<file path="src/rtl/router_pkg.sv">
// Shared definitions for the router input unit: output port indices, flit
// preamble and header layout, the one-hot route type, the input-unit FSM
// states and the dimension-ordered route selection.
// Build option: ROUTER_INPUT_UNIT_YX_ROUTING_EN selects YX order (default XY).
package router_pkg;

  localparam int NORTH     = 0;
  localparam int SOUTH     = 1;
  localparam int WEST      = 2;
  localparam int EAST      = 3;
  localparam int LOCAL     = 4;
  localparam int NUM_PORTS = 5;

  // Header field offsets, counted down from the flit MSB.
  localparam int HEAD_OFS   = 0;
  localparam int TAIL_OFS   = 1;
  localparam int DEST_Y_OFS = 2;

  typedef logic [NUM_PORTS-1:0] route_t;

  typedef enum logic {
    IU_IDLE,
    IU_PACKET
  } iu_state_t;

  // Dimension-ordered routing from pre-computed unsigned coordinate
  // comparisons (destination vs. this router), so it is independent of the
  // coordinate width.
  function automatic route_t route_select(input logic x_gt, input logic x_lt,
                                          input logic y_gt, input logic y_lt);
    route_t r;
    r = '0;
`ifdef ROUTER_INPUT_UNIT_YX_ROUTING_EN
    if (y_lt)      r[NORTH] = 1'b1;
    else if (y_gt) r[SOUTH] = 1'b1;
    else if (x_gt) r[EAST]  = 1'b1;
    else if (x_lt) r[WEST]  = 1'b1;
    else           r[LOCAL] = 1'b1;
`else
    if (x_gt)      r[EAST]  = 1'b1;
    else if (x_lt) r[WEST]  = 1'b1;
    else if (y_lt) r[NORTH] = 1'b1;
    else if (y_gt) r[SOUTH] = 1'b1;
    else           r[LOCAL] = 1'b1;
`endif
    return r;
  endfunction

endpackage

</file>
<file path="src/rtl/router_input_unit_if.sv">
// Flit/handshake bundle between the input unit, its upstream link and the
// output arbiters. "slave" is the input unit's view, "master" the
// environment's (upstream router plus arbiter/crossbar side).
interface router_input_unit_if
  import router_pkg::*;
#(
  parameter int FLIT_SIZE = 34
);
  logic [FLIT_SIZE-1:0] data_in;
  logic                 data_void_in;
  logic                 stop_out;
  route_t               request;
  logic                 grant;
  logic                 out_stop;
  logic [FLIT_SIZE-1:0] data_out;
  logic                 forwarding_head;
  logic                 forwarding_tail;

  modport slave (
    input  data_in, data_void_in, grant, out_stop,
    output stop_out, request, data_out, forwarding_head, forwarding_tail
  );

  modport master (
    output data_in, data_void_in, grant, out_stop,
    input  stop_out, request, data_out, forwarding_head, forwarding_tail
  );
endinterface

</file>
<file path="src/rtl/router_fifo.sv">
// Show-ahead FIFO with power-of-two depth. A push while full is dropped
// unless a pop happens in the same cycle, in which case both take effect.
// The output reads zero while empty.
module router_fifo #(
  parameter int DEPTH = 4,
  parameter int WIDTH = 34
) (
  input  logic                     clk,
  input  logic                     rst,
  input  logic                     push,
  input  logic                     pop,
  input  logic [WIDTH-1:0]         din,
  output logic [WIDTH-1:0]         dout,
  output logic                     full,
  output logic                     empty,
  output logic [$clog2(DEPTH):0]   count
);
  localparam int PTR_W = $clog2(DEPTH);
  localparam int CNT_W = PTR_W + 1;

  logic [WIDTH-1:0] mem [DEPTH];
  logic [PTR_W-1:0] rd_ptr;
  logic [PTR_W-1:0] wr_ptr;
  logic             do_push;
  logic             do_pop;

  assign empty   = (count == '0);
  assign full    = (count == CNT_W'(DEPTH));
  assign do_pop  = pop & ~empty;
  assign do_push = push & (~full | do_pop);
  assign dout    = empty ? '0 : mem[rd_ptr];

  // Pointer and occupancy bookkeeping; pointers wrap modulo DEPTH.
  always_ff @(posedge clk) begin
    if (rst) begin
      rd_ptr <= '0;
      wr_ptr <= '0;
      count  <= '0;
    end else begin
      if (do_push) wr_ptr <= wr_ptr + PTR_W'(1);
      if (do_pop)  rd_ptr <= rd_ptr + PTR_W'(1);
      case ({do_push, do_pop})
        2'b10:   count <= count + CNT_W'(1);
        2'b01:   count <= count - CNT_W'(1);
        default: count <= count;
      endcase
    end
  end

  // Storage array; holds data only, so it is not reset.
  always_ff @(posedge clk) begin
    if (do_push) mem[wr_ptr] <= din;
  end

endmodule

</file>
<file path="src/rtl/router_input_unit.sv">
// NoC router input port: buffers flits, routes each packet from its head flit
// (dimension-ordered), and holds a one-hot request toward the chosen output
// until the tail flit is forwarded.
// Build option: ROUTER_INPUT_UNIT_YX_ROUTING_EN selects YX order (default XY).
module router_input_unit
  import router_pkg::*;
#(
  parameter int FLIT_SIZE = 34,
  parameter int DEPTH     = 4,
  parameter int COORD_W   = 3
) (
  input  logic               clk,
  input  logic               rst,
  input  logic [COORD_W-1:0] position_x,
  input  logic [COORD_W-1:0] position_y,
  router_input_unit_if.slave bus
);
  localparam int CNT_W      = $clog2(DEPTH) + 1;
  localparam int HEAD_BIT   = FLIT_SIZE - 1 - HEAD_OFS;
  localparam int TAIL_BIT   = FLIT_SIZE - 1 - TAIL_OFS;
  localparam int DEST_Y_MSB = FLIT_SIZE - 1 - DEST_Y_OFS;
  localparam int DEST_X_MSB = DEST_Y_MSB - COORD_W;

  logic [FLIT_SIZE-1:0] head_flit;
  logic                 fifo_full;
  logic                 fifo_empty;
  logic [CNT_W-1:0]     fifo_count;
  logic                 push;
  logic                 pop;
  logic                 fwd_pop;
  logic                 discard;
  logic                 head_bit;
  logic                 tail_bit;
  logic [COORD_W-1:0]   dest_x;
  logic [COORD_W-1:0]   dest_y;
  route_t               route_d;
  route_t               route_q;
  route_t               request;
  iu_state_t            state;

  // stop_out leaves one free slot, so a flit already in flight when upstream
  // sees stop is still accepted; only a push into a truly full FIFO is lost.
  assign push = ~bus.data_void_in;

  router_fifo #(
    .DEPTH (DEPTH),
    .WIDTH (FLIT_SIZE)
  ) u_fifo (
    .clk   (clk),
    .rst   (rst),
    .push  (push),
    .pop   (pop),
    .din   (bus.data_in),
    .dout  (head_flit),
    .full  (fifo_full),
    .empty (fifo_empty),
    .count (fifo_count)
  );

  assign head_bit = head_flit[HEAD_BIT];
  assign tail_bit = head_flit[TAIL_BIT];
  assign dest_y   = head_flit[DEST_Y_MSB -: COORD_W];
  assign dest_x   = head_flit[DEST_X_MSB -: COORD_W];

  assign route_d = route_select(dest_x > position_x, dest_x < position_x,
                                dest_y > position_y, dest_y < position_y);

  // A stray body flit at the head while idle is dropped without being
  // requested; it never produces forwarding pulses toward the arbiter.
  assign discard = (state == IU_IDLE) & ~fifo_empty & ~head_bit;
  assign fwd_pop = ~fifo_empty & ~discard & bus.grant & ~bus.out_stop;
  assign pop     = fwd_pop | discard;

  assign bus.stop_out        = fifo_full | (fifo_count == CNT_W'(DEPTH - 1));
  assign bus.data_out        = head_flit;
  assign bus.forwarding_head = fwd_pop & head_bit;
  assign bus.forwarding_tail = fwd_pop & tail_bit;
  assign bus.request         = request;

  // Request: freshly decoded route while idle, latched route inside a packet.
  always_comb begin
    request = '0;
    if (!fifo_empty) begin
      if (state == IU_PACKET) request = route_q;
      else if (head_bit)      request = route_d;
    end
  end

  // Packet FSM: a forwarded head without tail opens a packet, its tail closes it.
  always_ff @(posedge clk) begin
    if (rst) begin
      state   <= IU_IDLE;
      route_q <= '0;
    end else if (fwd_pop) begin
      case (state)
        IU_IDLE: begin
          if (!tail_bit) begin
            route_q <= route_d;
            state   <= IU_PACKET;
          end
        end
        IU_PACKET: begin
          if (tail_bit) state <= IU_IDLE;
        end
      endcase
    end
  end

endmodule

</file>
<file path="src/flat_wrapper.sv">
// flat-port wrapper written by rule: the top's interface ports become plain ports
module router_input_unit_flat import router_pkg::*;
#(
  parameter int FLIT_SIZE = 34,
  parameter int DEPTH     = 4,
  parameter int COORD_W   = 3
)
  (clk, rst, position_x, position_y, bus_data_in, bus_data_void_in, bus_grant, bus_out_stop, bus_stop_out, bus_request, bus_data_out, bus_forwarding_head, bus_forwarding_tail);
  router_input_unit_if #(.FLIT_SIZE(FLIT_SIZE)) bus_i ();
  input  logic clk;
  input  logic rst;
  input  logic [COORD_W-1:0] position_x;
  input  logic [COORD_W-1:0] position_y;
  input wire logic [$bits(bus_i.data_in)-1:0] bus_data_in;
  input wire logic [$bits(bus_i.data_void_in)-1:0] bus_data_void_in;
  input wire logic [$bits(bus_i.grant)-1:0] bus_grant;
  input wire logic [$bits(bus_i.out_stop)-1:0] bus_out_stop;
  output wire logic [$bits(bus_i.stop_out)-1:0] bus_stop_out;
  output wire logic [$bits(bus_i.request)-1:0] bus_request;
  output wire logic [$bits(bus_i.data_out)-1:0] bus_data_out;
  output wire logic [$bits(bus_i.forwarding_head)-1:0] bus_forwarding_head;
  output wire logic [$bits(bus_i.forwarding_tail)-1:0] bus_forwarding_tail;
  assign bus_i.data_in = bus_data_in;
  assign bus_i.data_void_in = bus_data_void_in;
  assign bus_i.grant = bus_grant;
  assign bus_i.out_stop = bus_out_stop;
  assign bus_stop_out = bus_i.stop_out;
  assign bus_request = bus_i.request;
  assign bus_data_out = bus_i.data_out;
  assign bus_forwarding_head = bus_i.forwarding_head;
  assign bus_forwarding_tail = bus_i.forwarding_tail;
  router_input_unit #(.FLIT_SIZE(FLIT_SIZE), .DEPTH(DEPTH), .COORD_W(COORD_W)) u_core (.clk(clk), .rst(rst), .position_x(position_x), .position_y(position_y), .bus(bus_i));
endmodule
</file>
<file path="config.mk">
export PLATFORM = sky130hd
export DESIGN_NAME = router_input_unit_flat
export DESIGN_NICKNAME = d
export VERILOG_FILES = /design/src/rtl/router_pkg.sv /design/src/rtl/router_input_unit_if.sv /design/src/rtl/router_fifo.sv /design/src/rtl/router_input_unit.sv /design/src/flat_wrapper.sv
export SDC_FILE = /design/constraint.sdc
export NUM_CORES = 1
export LEC_CHECK = 0
export ABC_AREA = 1
export BUFFER_PORTS_ARGS = -buffer_cell sky130_fd_sc_hd__buf_2
export CAP_MARGIN = 30
export CORE_MARGIN = 1
export CORE_UTILIZATION = 35
export CTS_CLUSTER_DIAMETER = 50
export DETAILED_ROUTE_END_ITERATION = 8
export GPL_TIMING_DRIVEN = 0
export PLACE_DENSITY = 0.59
export SYNTH_ARGS = -nofsm -noshare
export SYNTH_HDL_FRONTEND = slang
export SYNTH_SLANG_ARGS = --single-unit
export TNS_END_PERCENT = 20
</file>
<file path="constraint.sdc">
create_clock -name clk -period 4.1 [get_ports clk]
set_input_delay 0.205 -clock clk [delete_from_list [all_inputs] [get_ports clk]]
set_output_delay 0.205 -clock clk [all_outputs]
set_load 0.005 [all_outputs]
</file>
==> out/results.txt <==
Outcome: finished, final reports clean
Worst skew pair latency: 0.41 ns
Synth Area in Adders: 2.29%
RR Startpoint: u_core.u_fifo.count[0]
DP Worst Slack: 1.08 ns
Global-route wire length before repair: 23.2 mm
Fin Hold WS: 0.0158 ns
Placer Congestion: 0.772
Family with the most delay on the worst path: simple AND/OR/NAND/NOR gates
Worst EP arrival: 3.27 ns
Mapped Area: 6330 um^2
Cell count of the worst hold path: 1
CTS resizes: 0
Global route hottest layer: met2
Wirelength, routed: 14.9 mm
Worst clock skew: 0.00600 ns
Gate count after technology mapping: 562
# Max-Cap Violations: 0
Critical Path Sink Type: output pin
DRC: 0
Overflow after GRT: 0
Startpoint types: flop
Reg clk slew, reported paths: 0.06 ns
CTS hold repair buffers: 24
Yosys cell types: 28
Xor/xnor share of the synthesized area: 0%
Clk root buf: clkbuf_16
Setup Viol. Count Final: 0
Total clock buffers created by CTS: 17
Min-Delay Endpoint: u_core.u_fifo.mem[3][22]
Final hold violation count: 0
Worst Hold Launch: bus_data_in[22]
Peak VDD IR: 0.429 mV
Ys Warns: 0
CP Launch Point: u_core.u_fifo.count[0]
# port buffers: 86
Layout area overhead: 26.7%
Part of the power in the clock network: 28.9%
# rows: 48
Fmax: 288 MHz
Switching part of the total: 35.3%
Ys flop type: edfxtp_1
Largest net degree at the start of global routing: 25
Die W: 137 um
CTS tree: yes
Via Count: 4491
Reg2reg path depth: 16
Leak Pwr: 3.09 nW
Tcrit/Tclk final: 84.7%
Core area: 17500 um^2
# IOs: 87
Crit path time final: 3.47 ns
Slew Limit Fails: 0
Top-area cell type share of the netlist area: 64.5%
Grt met1 use: 21.0%
Worst path required time: 3.89 ns
Final setup margin: 0.629 ns
CP peak stage delay: 0.46 ns
Htree depth: 4
FF-to-FF End: u_core.route_q[1]
Post-synthesis register bit count: 151
Clock buffer depth: 2
Number of synthesized flops with an enable pin: 136
Post-synth top area cell: edfxtp_1
Vias/cell: 4.81
Sequential power share: 34.4%
Worst min path class: primary input to flop
Routed WL per cell: 15.9 um
Rel. slew slack: 54.3%
Crit path buf inv count: 4
Synth Area per Inst: 11.3 um^2
Gr usage total: 16.9%
Worst Max-Slew Pin Slew: 0.686 ns
Post-synthesis mux area share: 0%
Async set or reset register ratio after synthesis: 0%
Post-CTS setup buffers: 0
Nets@finish: 751
Pre-Repair DR Iteration Count: 5
Synth Area in Compound Gates: 9.11%
Psw: 0.00199 W
Top cells by area, synth: edfxtp_1 (64%), nor2_1 (9.7%), o21ai_0 (5.1%)
Simple-gate area share of the yosys netlist: 15.7%
Internal Power: 0.00364 W
Power Density: 702 nW/um^2
Top post-synthesis cells by count: nor2_1 (164), edfxtp_1 (136), o21ai_0 (64)
Critical Path, Cell by Cell: nor2_2 -> nand2_1 -> inv_1 -> clkbuf_1 -> a21oi_1 -> ha_1 -> nand2_1 -> nor2_1 -> nor2_1 -> nand2_1 -> inv_1 -> nor2_2 -> nand3_1 -> a21oi_1 -> buf_2
Most common cell in the synthesized netlist: nor2_1
Comb power frac: 36.7%
Critical setup path kind: flop to output pin
DP HPWL: 9.64 mm
CP most frequent cell: nand2_1
Clock sinks: 151
Die Area: 18600 um^2
Initial antenna violation count: 1
Crit-path slowest cell: clkbuf_1
Routing usage on met3: 3.56%
GRT met2 Usage: 29.0%
Initial core utilization: 36.2%
Sequential area share after synthesis: 69.2%
Antenna viol nets, final: 0
Max Fanout on Critical Path: 10
Reg2reg setup slack: 1.25 ns
RSZ-0062 raised after global routing: false
Largest family of logic cells by synthesized area: simple AND/OR/NAND/NOR gates
Drt initial violations: 309
Syn Nets: 618
Vias in the first global route: 4495
Die extent in y: 137 um
Layout cells sized above 1: 21.8%
per-stage QoR:
| stage | cells | utilization [%] | setup TNS, ns | instance area [um^2] | power [W] |
|---|---|---|---|---|---|
| floorplan | 562 | - | 0 | 6330 | 0.00321 |
| global placement | 873 | 40.3 | -14.93 | 7040 | 0.00395 |
| detailed placement | 877 | 41.0 | 0 | 7160 | 0.00403 |
| CTS | 933 | 45.9 | 0 | 8020 | 0.00568 |
| global route | 933 | 45.9 | 0 | 8020 | 0.00599 |
| finish | 934 | 45.9 | 0 | 8020 | 0.00563 |
cells by family after synthesis:
family	count (synthesis)
flip-flops	151
adder cells (fa/ha/maj)	11
AO/OA/AOI/OAI	113
AND/OR/NAND/NOR	231
buffers and inverters	56
per-layer routing:
metal  vias up  share of wire, %
met2       129                51
met3        14               6.3
li1       2214                 -
met4         2               1.1
met5         -             0.054
met1      2132                42
sequential cells by signal, indices dropped and copies added, names as in the netlist, named ones only:
signal                cells
u_core.route_q            5
u_core.state              1
u_core.u_fifo.count       3
u_core.u_fifo.mem       136
u_core.u_fifo.rd_ptr      2
u_core.u_fifo.wr_ptr      2
how the worst max path moves through the flow:
stage	endpoint	slack (ns)	depth (start not counted)
final	bus_request[4]	0.63	15
after global routing	bus_request[4]	0.28	16
after CTS	bus_request[1]	0.63	15
after detailed placement	bus_request[1]	1.08	15
after global placement	u_core.u_fifo.mem[3][23]	-0.15	8
after floorplan	u_core.u_fifo.mem[0][0]	1.29	8
placed cells by master, fill, tap and decap left out, types with 10 or more instances in the layout:
master,n
nor2_1,160
edfxtp_1,136
buf_2,96
o21ai_0,64
a21oi_1,41
nand2_1,35
dlygate4sd3_1,24
inv_1,23
clkbuf_16,17
dfxtp_1,15
nand3_1,13
clkbuf_1,12
ha_1,10
final cells by class:
type                       count  area, um^2
antenna                        1        2.50
clock inverter                12         181
inverter                      29         109
timing repair buffer         114         758
tap                          225         282
fill                        1589        9450
clock buffer                  20         437
multi-input combinational    355        1740
buffer                        27         125
sequential                   151        4380
power groups by stage:
stage	registers, W	logic (W)	clock network, W
floorplan	0.00196	0.00125	0
global placement	0.00197	0.00198	0
detailed placement	0.00197	0.00206	0
CTS	0.00194	0.00209	0.00165
global route	0.00195	0.00232	0.00172
finish	0.00194	0.00206	0.00163
Power figures use the tool's default switching activity.
